**config.mk**
```make
export PLATFORM = sky130hd
export DESIGN_NAME = vga_timing_gen
export DESIGN_NICKNAME = d
export VERILOG_FILES = /design/src/rtl/vga_timing_gen.sv
export SDC_FILE = /design/constraint.sdc
export NUM_CORES = 1
export LEC_CHECK = 0
export BUFFER_PORTS_ARGS = -buffer_cell sky130_fd_sc_hd__buf_2
export CAP_MARGIN = 20
export CORE_ASPECT_RATIO = 1.4
export CORE_UTILIZATION = 50
export DETAILED_ROUTE_END_ITERATION = 8
export PLACE_DENSITY_LB_ADDON = 0.3
export REMOVE_ABC_BUFFERS = 1
export SLEW_MARGIN = 20
export SYNTH_ARGS = -nofsm -noshare
export SYNTH_HDL_FRONTEND = slang
export SYNTH_SLANG_ARGS = --single-unit
```
**constraint.sdc**
```tcl
create_clock -name clk -period 1.91 [get_ports clk]
set_clock_uncertainty 0.05 [all_clocks]
set_input_delay 0.382 -clock clk [delete_from_list [all_inputs] [get_ports clk]]
set_output_delay 0.382 -clock clk [all_outputs]
set_load 0.02 [all_outputs]
```
**src/rtl/vga_timing_gen.sv**
```systemverilog
// Parametrised raster timing generator with pixel-clock-enable divider, run/stop control
// and line/frame start strobes; all outputs registered and mutually aligned.
module vga_timing_gen #(
  parameter int unsigned H_VISIBLE = 640,
  parameter int unsigned H_FRONT   = 16,
  parameter int unsigned H_SYNC    = 96,
  parameter int unsigned H_BACK    = 48,
  parameter int unsigned V_VISIBLE = 480,
  parameter int unsigned V_FRONT   = 10,
  parameter int unsigned V_SYNC    = 2,
  parameter int unsigned V_BACK    = 33,
  parameter bit          HS_POL    = 1'b0,
  parameter bit          VS_POL    = 1'b0,
  parameter int unsigned PIX_DIV   = 1,
  parameter int unsigned CNT_W     = 12
) (
  input  logic             clk,
  input  logic             resetn,
  input  logic             enable,
  output logic             pix_ce,
  output logic             vga_hsync,
  output logic             vga_vsync,
  output logic             vga_blank,
  output logic [CNT_W-1:0] h_pos,
  output logic [CNT_W-1:0] v_pos,
  output logic             line_start,
  output logic             frame_start
);

  localparam int unsigned H_TOTAL  = H_VISIBLE + H_FRONT + H_SYNC + H_BACK;
  localparam int unsigned V_TOTAL  = V_VISIBLE + V_FRONT + V_SYNC + V_BACK;
  localparam int unsigned HS_START = H_VISIBLE + H_FRONT;
  localparam int unsigned HS_END   = HS_START + H_SYNC;
  localparam int unsigned VS_START = V_VISIBLE + V_FRONT;
  localparam int unsigned VS_END   = VS_START + V_SYNC;
  localparam int unsigned DIV_W    = (PIX_DIV > 1) ? $clog2(PIX_DIV) : 1;

  localparam logic [DIV_W-1:0] DIV_LAST = DIV_W'(PIX_DIV - 1);
  localparam logic [CNT_W-1:0] H_LAST   = CNT_W'(H_TOTAL - 1);
  localparam logic [CNT_W-1:0] V_LAST   = CNT_W'(V_TOTAL - 1);

  if (PIX_DIV < 1) begin : g_bad_div
    $error("vga_timing_gen: PIX_DIV must be at least 1");
  end
  if ((64'(H_TOTAL) - 64'd1) >= (64'd1 << CNT_W)) begin : g_bad_h
    $error("vga_timing_gen: H_TOTAL-1 does not fit in CNT_W bits");
  end
  if ((64'(V_TOTAL) - 64'd1) >= (64'd1 << CNT_W)) begin : g_bad_v
    $error("vga_timing_gen: V_TOTAL-1 does not fit in CNT_W bits");
  end

  logic [DIV_W-1:0] div_q, div_d;
  logic [CNT_W-1:0] h_cnt_q, h_cnt_d, v_cnt_q, v_cnt_d;
  logic             ce, visible, hs_act, vs_act;
  int unsigned      h_int, v_int;

  assign ce    = enable && (div_q == DIV_LAST);
  assign h_int = 32'(h_cnt_q);
  assign v_int = 32'(v_cnt_q);

  always_comb begin
    div_d   = (div_q == DIV_LAST) ? '0 : div_q + DIV_W'(1);
    h_cnt_d = h_cnt_q;
    v_cnt_d = v_cnt_q;
    if (ce) begin
      if (h_cnt_q == H_LAST) begin
        h_cnt_d = '0;
        v_cnt_d = (v_cnt_q == V_LAST) ? '0 : v_cnt_q + CNT_W'(1);
      end else begin
        h_cnt_d = h_cnt_q + CNT_W'(1);
      end
    end
    visible = (h_int < H_VISIBLE) && (v_int < V_VISIBLE);
    hs_act  = (h_int >= HS_START) && (h_int < HS_END);
    vs_act  = (v_int >= VS_START) && (v_int < VS_END);
  end

  // Stopping (enable low) returns everything to the reset image on the next edge.
  always_ff @(posedge clk or negedge resetn) begin
    if (!resetn) begin
      div_q       <= '0;
      h_cnt_q     <= '0;
      v_cnt_q     <= '0;
      h_pos       <= '0;
      v_pos       <= '0;
      pix_ce      <= 1'b0;
      line_start  <= 1'b0;
      frame_start <= 1'b0;
      vga_blank   <= 1'b1;
      vga_hsync   <= ~HS_POL;
      vga_vsync   <= ~VS_POL;
    end else if (!enable) begin
      div_q       <= '0;
      h_cnt_q     <= '0;
      v_cnt_q     <= '0;
      h_pos       <= '0;
      v_pos       <= '0;
      pix_ce      <= 1'b0;
      line_start  <= 1'b0;
      frame_start <= 1'b0;
      vga_blank   <= 1'b1;
      vga_hsync   <= ~HS_POL;
      vga_vsync   <= ~VS_POL;
    end else begin
      div_q       <= div_d;
      pix_ce      <= ce;
      line_start  <= ce && (h_cnt_q == '0);
      frame_start <= ce && (h_cnt_q == '0) && (v_cnt_q == '0);
      if (ce) begin
        h_cnt_q   <= h_cnt_d;
        v_cnt_q   <= v_cnt_d;
        h_pos     <= h_cnt_q;
        v_pos     <= v_cnt_q;
        vga_blank <= !visible;
        vga_hsync <= hs_act ? HS_POL : ~HS_POL;
        vga_vsync <= vs_act ? VS_POL : ~VS_POL;
      end
    end
  end

endmodule
```
==> impl_metrics.csv, run 1 <==
group,metric,value,unit
grt,grt_pass1_vias,1833,
die,num_rows,29,
synth,async_reset_ff_share,100.0,%
timing,worst_pin_slew,0.3373,ns
power_and_ir_drop,leakage,1.398,nW
setup_path,cp.arrival,2.00,ns
setup_path,end_kind,"register",
timing,fmaxAchievable,550.9,MHz
synth,ys_warn_count,0,
die,dieHeight,83.29,um
hold_path,worstHoldPathType,"in2async",
timing,min_period,1.815,ns
timing,grt_setup_unrepaired,"false",
synth,ys.flop_type,"dfrtp_1",
synth,ys_seq_area_share,57.42,%
placed_design,gp_congestion,0.8462,
power_and_ir_drop,irDropWorstVdd,0.0004182,V
synth,synthCells,217,
drt,wl_per_cell,14.53,um
clocking,htree_levels,2,
setup_path,cp_max_fo,13,
drt,dr_total_vias,1824,
finish,drive_gt1_share,27.51,%
finish,area_delta_synth_final,19.19,%
timing,maxSlewViolCount,0,
clocking,clock_sinks,54,
finish,layout_common_cells,"dfrtp_1, buf_2, nor2_1",
synth,syn_area,2360,um2
timing,setup_tns,0,ns
setup_path,worstPathRequired,2.09,ns
placed_design,io_buffers,32,
grt,grt_max_degree,55,
grt,grt_overflow,0,
clocking,clk_pin_slew,0.09,ns
drt,wirelength,4.808,mm
timing,slew_headroom,77.31,%
die,die-area,5002,um2
run_status,status,"completed",
setup_path,critPathLaunchType,"register",
setup_path,r2r_setup_slack,0.09,ns
drt,drtIter0Drc,45,
clocking,cts-buffers-inserted,5,
die,ioPinCount,33,
finish,final_common_cell,"dfrtp_1",
synth,synth-seq-cells,54,
timing,fin_crit_sh,95.04,%
timing,final-setup-viol-count,0,
clocking,insertion_delay,0.31,ns
synth,avgSynthCellArea,10.87,um2
setup_path,path_class,"reg2reg",
timing,fin_ws,0.09465,ns
grt,grt_pass1_wl,8.183,mm
clocking,cts_tree,"built",
drt,drc,0,
timing,hold_ws,0.01049,ns
finish,final-instance-count-excl-fill,331,
die,die_w,60.06,um
die,start_util,52.03,%
grt,antenna_found_initial,0,
placed_design,dpl_worst_slack,0.009363,ns
placed_design,hpwlAfterDp,3.472,mm
run,cap_violations,0,
timing,hold_viol,0,
placed_design,dp_cells,322,
grt,grt_use_total,21.87,%
finish,fillers,367,
drt,first_pass_iters,4,
finish,final_util,62.01,%
synth,synth-edff-count,0,
clocking,cts_root_buf,"clkbuf_8",
synth,yosysUniqueCellTypes,46,
power_and_ir_drop,p_per_area,662.1,nW/um2
drt,antenna_left,0,
finish,finalNetCount,276,
die,fp.coreArea,4536,um2
drt,vias_per_cell,5.511,
clocking,clock_path_buffers,2,
finish,diodes,0,
[timing repair]
item / CTS / global route
gates resized for setup: 1 / 3
pin swaps: 0 / 1
hold buffers: 0 / 0
endpoints found under the setup margin: 4 / 11
buffers inserted: 0 / 2
gates cloned: 0 / 0
[metal layers]
metal  vias up  wire [um]  GRT usage (%)
met2        45       2675          36.46
met1       900       1852          25.29
met3        14        143          4.673
met4         0        136          11.63
li1        865          -              -
met5         -          0              0
[kinds of logic (layout without fill, tap and decap cells)]
group	after synthesis	in the layout	share of synthesized area, %
and+or+nand+nor	103	103	24.92
buffers and inverters	20	72	4.030
DFF	54	54	57.42
adders and majority gates	4	4	2.121
AOI/OAI and AO/OA	27	27	8.166
xor gates and xnor gates	9	9	3.341
[where the power goes]
part | internal (mW) | leakage [nW] | switching (mW)
sequential | 1.16 | 0.736 | 0.00634
clock | 0.253 | 0.0383 | 0.335
combinational | 0.0351 | 0.624 | 0.0750
[state kept, by name (all words and copies together), names as in the netlist]
signal / cells
v_pos: 12
line_start: 1
frame_start: 1
h_pos: 12
h_cnt_q: 12
vga_vsync: 1
vga_blank: 1
v_cnt_q: 12
vga_hsync: 1
pix_ce: 1
[Yosys cell counts, drive strengths merged, types with 3 or more instances]
cell type,number,area (um2)
and2,18,113.9
nor4,9,77.57
nor3,8,40.04
xnor2,7,61.31
o31ai,4,30.03
o311ai,3,26.28
clkbuf,4,17.52
nand4,6,43.79
a21oi,3,15.01
ha,4,50.05
dfstp,3,78.83
dfrtp,51,1276
inv,9,33.78
nand2,8,30.03
a22o,5,43.79
o21ai,5,25.02
o21a,3,22.52
buf,7,43.79
nor2,26,97.59
nand3,13,70.07
[layout make-up]
cell class              instances  area (um2)  area share [%]
well taps                      62       77.57           2.758
flip-flops and latches         54        1355           48.18
inverters                       9       33.78           1.201
clock buffers                   7       76.32           2.714
multi-input cells             143       917.1           32.61
repair buffers                 56       352.8           12.54
[worst paths after layout]
check,startpoint,to,cells past startpoint
max,v_cnt_q[0],v_cnt_q[8],6
min,resetn,v_pos[11],2
max reg2reg,v_cnt_q[0],v_cnt_q[8],6
min reg2reg,v_cnt_q[2],v_pos[2],1
max in group asynchronous,resetn,vga_vsync,2
min in group clk,enable,h_pos[10],2
[worst max-delay path, cell delays in order, from the launching register on]
cell	delay (ns)
dfrtp_1	0.41
inv_1	0.08
ha_1	0.19
and2b_1	0.16
and4_4	0.22
or4_1	0.49
a21oi_1	0.14
[per-stage QoR]
stage,power (mW),instance area [um2]
after floorplan,1.232,2298
after global placement,1.297,2714
after detailed placement,1.298,2714
after CTS,1.879,2791
after global routing,1.937,2813
final,1.862,2813
Power figures use the tool's default switching activity.
==> inputs of run 2 (changes only) <==
- CORE_UTILIZATION: 50 -> 56
==> impl_metrics.csv, run 2 (same netlist as run 1, synthesis figures left out) <==
group,metric,value,unit
run_status,status,"finished with violations",
run_status,violations,"DRC",
hold_path,worstHoldPathType,"in2reg",
setup_path,path_class,"reg2reg",
setup_path,cp_max_fo,4,
finish,finalNetCount,273,
setup_path,r2r-end,"v_cnt_q[8]",
finish,finalInstanceArea,2793,um2
timing,slew_headroom,70.83,%
power_and_ir_drop,irDropWorstVdd,0.0005223,V
drt,wirelength,4.935,mm
clocking,clock_path_buffers,2,
power_and_ir_drop,leakage,1.373,nW
clocking,clk_pin_slew,0.09,ns
grt,grt_use_total,23.70,%
timing,hold_viol,0,
finish,final_common_cell,"dfrtp_1",
clocking,cts_root_buf,"clkbuf_8",
grt,grt.busiest_layer,"met2",
placed_design,gp_congestion,0.8727,
drt,first_pass_iters,6,
finish,diodes,0,
timing,final-setup-viol-count,0,
die,fp.coreArea,3986,um2
die,start_util,59.20,%
drt,drtIter0Drc,97,
setup_path,cp.arrival,2.01,ns
drt,drc,4,
timing,setup_tns,0,ns
grt,grt_pass1_wl,8.066,mm
clocking,cts-buffers-inserted,5,
placed_design,io_buffers,32,
die,die_w,56.86,um
drt,vias_per_cell,5.932,
setup_path,ff2ff_path_depth,5,
drt,wl_per_cell,15.92,um
timing,maxSlewViolCount,0,
clocking,cts_tree,"built",
setup_path,worstReg2RegStart,"v_cnt_q[1]",
grt,gr-usage-met2,45.48,%
grt,grt_use_met3,3.420,%
die,num_rows,27,
grt,grt_max_degree,36,
timing,fmaxAchievable,547.0,MHz
finish,fillers,302,
timing,min_period,1.828,ns
placed_design,hpwlAfterDp,3.617,mm
grt,grt_use_met1,26.13,%
clocking,htree_levels,2,
grt,grt_pass1_vias,1730,
die,die-area,4481,um2
grt,grt_overflow,0,
setup_path,critPathLaunchType,"register",
setup_path,crit_end,"v_cnt_q[8]",
setup_path,startpoint,"v_cnt_q[1]",
die,ioPinCount,33,
die,dieHeight,78.81,um
setup_path,worstPathRequired,2.09,ns
setup_path,end_kind,"register",
setup_path,r2r_setup_slack,0.08,ns
timing,worst_pin_slew,0.4375,ns
run,cap_violations,0,
drt,dr_total_vias,1839,
grt,antenna_found_initial,0,
timing,fin_crit_sh,95.72,%
clocking,clock_sinks,54,
finish,area_delta_synth_final,18.35,%
finish,drive_gt1_share,26.97,%
power_and_ir_drop,p_per_area,684.0,nW/um2
timing,grt_setup_unrepaired,"false",
finish,layout_common_cells,"dfrtp_1, buf_2, nor2_1",
clocking,insertion_delay,0.30,ns
drt,antenna_left,0,
placed_design,place_area,2668,um2
[run 2: cell types whose count changed in the layout (fill, tap and decap cells not counted)]
cell and change:
nand4_4 +1, clkbuf_8 +1, clkinv_2 +1, nand4_2 -1
clkbuf_1 -1, dlygate4sd3_1 +1, buf_4 -4
[run 2: layout make-up]
class                      count  area, um2  share of cell area [%]
clock buffer                   7      86.33                   3.091
clock inverter                 1      5.005                  0.1792
tap                           43      53.80                   1.927
inverter                       9      33.78                   1.210
sequential                    54       1355                   48.52
timing repair buffer          53      332.8                   11.92
multi-input combinational    143      925.9                   33.15
[run 2: metrics by stage]
step / power, mW / hold WS [ns] / instances / worst slack, ns / utilization, %
after floorplan: 1.232 / 0.03641 / 206 / 0.1479 / -
after detailed placement: 1.292 / 0.3029 / 300 / 0.04377 / 66.92
final: 1.910 / 0.4202 / 310 / 0.08184 / 70.06
after global routing: 1.975 / 0.4250 / 310 / 0.01463 / 70.06
after global placement: 1.290 / 0.2993 / 300 / 0.08481 / 66.92
after CTS: 1.928 / 0.3992 / 309 / 0.01921 / 69.46
[run 2: worst max-delay path, cell delays in order (launching register included)]
cell and delay, ns:
dfrtp_1 0.42, ha_1 0.25, nand4_1 0.16, or2_2 0.33
or4_1 0.40, a21oi_1 0.14
[run 2: layer usage]
| layer | vias up | wire length (um) |
|---|---|---|
| met5 | - | 0 |
| met4 | 0 | 182 |
| met3 | 17 | 193 |
| met2 | 71 | 2710 |
| met1 | 892 | 1847 |
| li1 | 859 | - |
[run 2: timing repair]
item,CTS,global route
setup endpoints to repair,0,12
buffers inserted,0,1
endpoints found under the hold margin,18,0
resized for setup,0,5
hold buffers,1,0
[run 2: report_power, final]
| part | total (mW) | internal [mW] | switching (mW) |
|---|---|---|---|
| Clock | 0.640 | 0.293 | 0.347 |
| Combinational | 0.102 | 0.0316 | 0.0709 |
| Sequential | 1.17 | 1.16 | 0.00931 |
[run 2: how the worst min path moves through the flow]
stage	start	endpoint	slack, ns	depth (start not counted)
2_1_floorplan	resetn	frame_start	0.04	0
3_3_place_gp	resetn	v_pos[8]	0.30	1
3_5_place_dp	resetn	v_pos[8]	0.30	1
4_1_cts	enable	h_pos[3]	0.40	2
5_1_grt	enable	h_pos[3]	0.43	2
6_report	enable	h_pos[7]	0.42	2
==> inputs of run 3 (changes only) <==
- clock period: 1.91 -> 2 ns (I/O delays scaled with it)
==> impl_metrics.csv, run 3 (same netlist as run 1, synthesis figures left out) <==
group,metric,value,unit
setup_path,worstPathRequired,2.17,ns
clocking,hold_buffers,0,
drt,drc,4,
setup_path,cp_max_fo,7,
drt,dr_total_vias,1750,
die,die-area,4481,um2
grt,antenna_found_initial,0,
setup_path,cp.arrival,2.07,ns
run_status,violations,"DRC",
drt,first_pass_iters,6,
timing,fin_ws,0.1029,ns
grt,grt_pass1_vias,1701,
grt,grt_max_degree,55,
setup_path,end_kind,"register",
run_status,status,"finished with violations",
setup_path,critPathLaunchType,"register",
clocking,cts_setup_buffers,0,
clocking,clock_path_buffers,2,
finish,final_common_cell,"dfrtp_1",
clocking,htree_levels,2,
run,cap_violations,0,
drt,wl_per_cell,15.43,um
timing,grt_setup_unrepaired,"true",
drt,antenna_left,0,
timing,fmaxAchievable,527.1,MHz
drt,vias_per_cell,5.719,
clocking,clock_sinks,54,
clocking,cts-buffers-inserted,5,
finish,final_util,68.71,%
placed_design,gp_congestion,0.8944,
clocking,cts_tree,"built",
die,start_util,59.20,%
power_and_ir_drop,leakage,1.364,nW
clocking,clk_pin_slew,0.08,ns
hold_path,worstHoldPathType,"in2async",
timing,min_period,1.897,ns
finish,diodes,0,
timing,hold_viol,0,
die,fp.coreArea,3986,um2
timing,hold_ws,0.02210,ns
placed_design,dpl_worst_slack,0.07128,ns
grt,grt_overflow,0,
timing,maxSlewViolCount,0,
grt,grt_use_total,22.90,%
timing,final-setup-viol-count,0,
power_and_ir_drop,p_per_area,647.2,nW/um2
die,ioPinCount,33,
power_and_ir_drop,irDropWorstVdd,0.0004061,V
power_and_ir_drop,total_power,1.773,mW
clocking,cts_root_buf,"clkbuf_8",
placed_design,hpwlAfterDp,3.373,mm
finish,fillers,314,
finish,finalNetCount,269,
timing,fin_crit_sh,94.86,%
drt,wirelength,4.723,mm
grt,grt_pass1_wl,7.817,mm
timing,slew_headroom,75.71,%
clocking,insertion_delay,0.29,ns
die,dieHeight,78.81,um
placed_design,io_buffers,32,
clocking,cts.repair.resized,0,
die,die_w,56.86,um
timing,worst_pin_slew,0.3616,ns
finish,layout_common_cells,"dfrtp_1, buf_2, nor2_1",
die,num_rows,27,
drt,drtIter0Drc,79,
finish,area_delta_synth_final,16.07,%
setup_path,path_class,"reg2reg",
finish,drive_gt1_share,25.86,%
[run 3: power by group]
group | switching, mW | leakage (nW) | internal (mW)
clock | 0.311 | 0.0395 | 0.249
combinational | 0.0680 | 0.588 | 0.0303
sequential | 0.00819 | 0.736 | 1.11
total | 0.387 | 1.36 | 1.39
[run 3: worst paths after layout]
kind | start | to | slack (ns) | cells past startpoint
setup / recovery | h_cnt_q[11] | v_cnt_q[7] | 0.10 | 4
hold / removal | resetn | v_pos[8] | 0.02 | 2
setup reg to reg | h_cnt_q[11] | v_cnt_q[7] | 0.10 | 4
hold reg to reg | h_cnt_q[0] | h_cnt_q[0] | 0.46 | 1
max in group asynchronous | resetn | vga_blank | 1.57 | 2
min in group clk | enable | h_pos[3] | 0.43 | 2
[run 3: final cells by class]
class	count	area, um2	share of cell area [%]
Clock buffer	8	80.08	2.924
Inverter	9	33.78	1.233
Multi-Input combinational cell	143	915.9	33.44
Sequential cell	54	1355	49.47
Tap cell	43	53.80	1.964
Timing Repair Buffer	49	300.3	10.96
[run 3: metrics by stage]
step | std cells | setup TNS [ns] | cell area, um2
2_1_floorplan | 206 | 0 | 2298
3_3_place_gp | 298 | 0 | 2653
3_5_place_dp | 298 | 0 | 2653
4_1_cts | 306 | 0 | 2733
5_1_grt | 306 | -0.01347 | 2739
6_report | 306 | 0 | 2739
[run 3: metal layers]
metal / wire [um] / global-route usage, % / vias up
met1: 1953 / 26.70 / 850
met3: 124 / 3.583 / 13
met2: 2505 / 40.00 / 43
li1: - / - / 844
met5: 0 / 0 / -
met4: 140 / 12.68 / 0
[run 3: worst max-delay path, stage by stage, from the launching register on]
cell	delay, ns
dfrtp_1	0.45
nor4_4	0.43
nand4_2	0.27
nor4_2	0.42
a22o_1	0.21
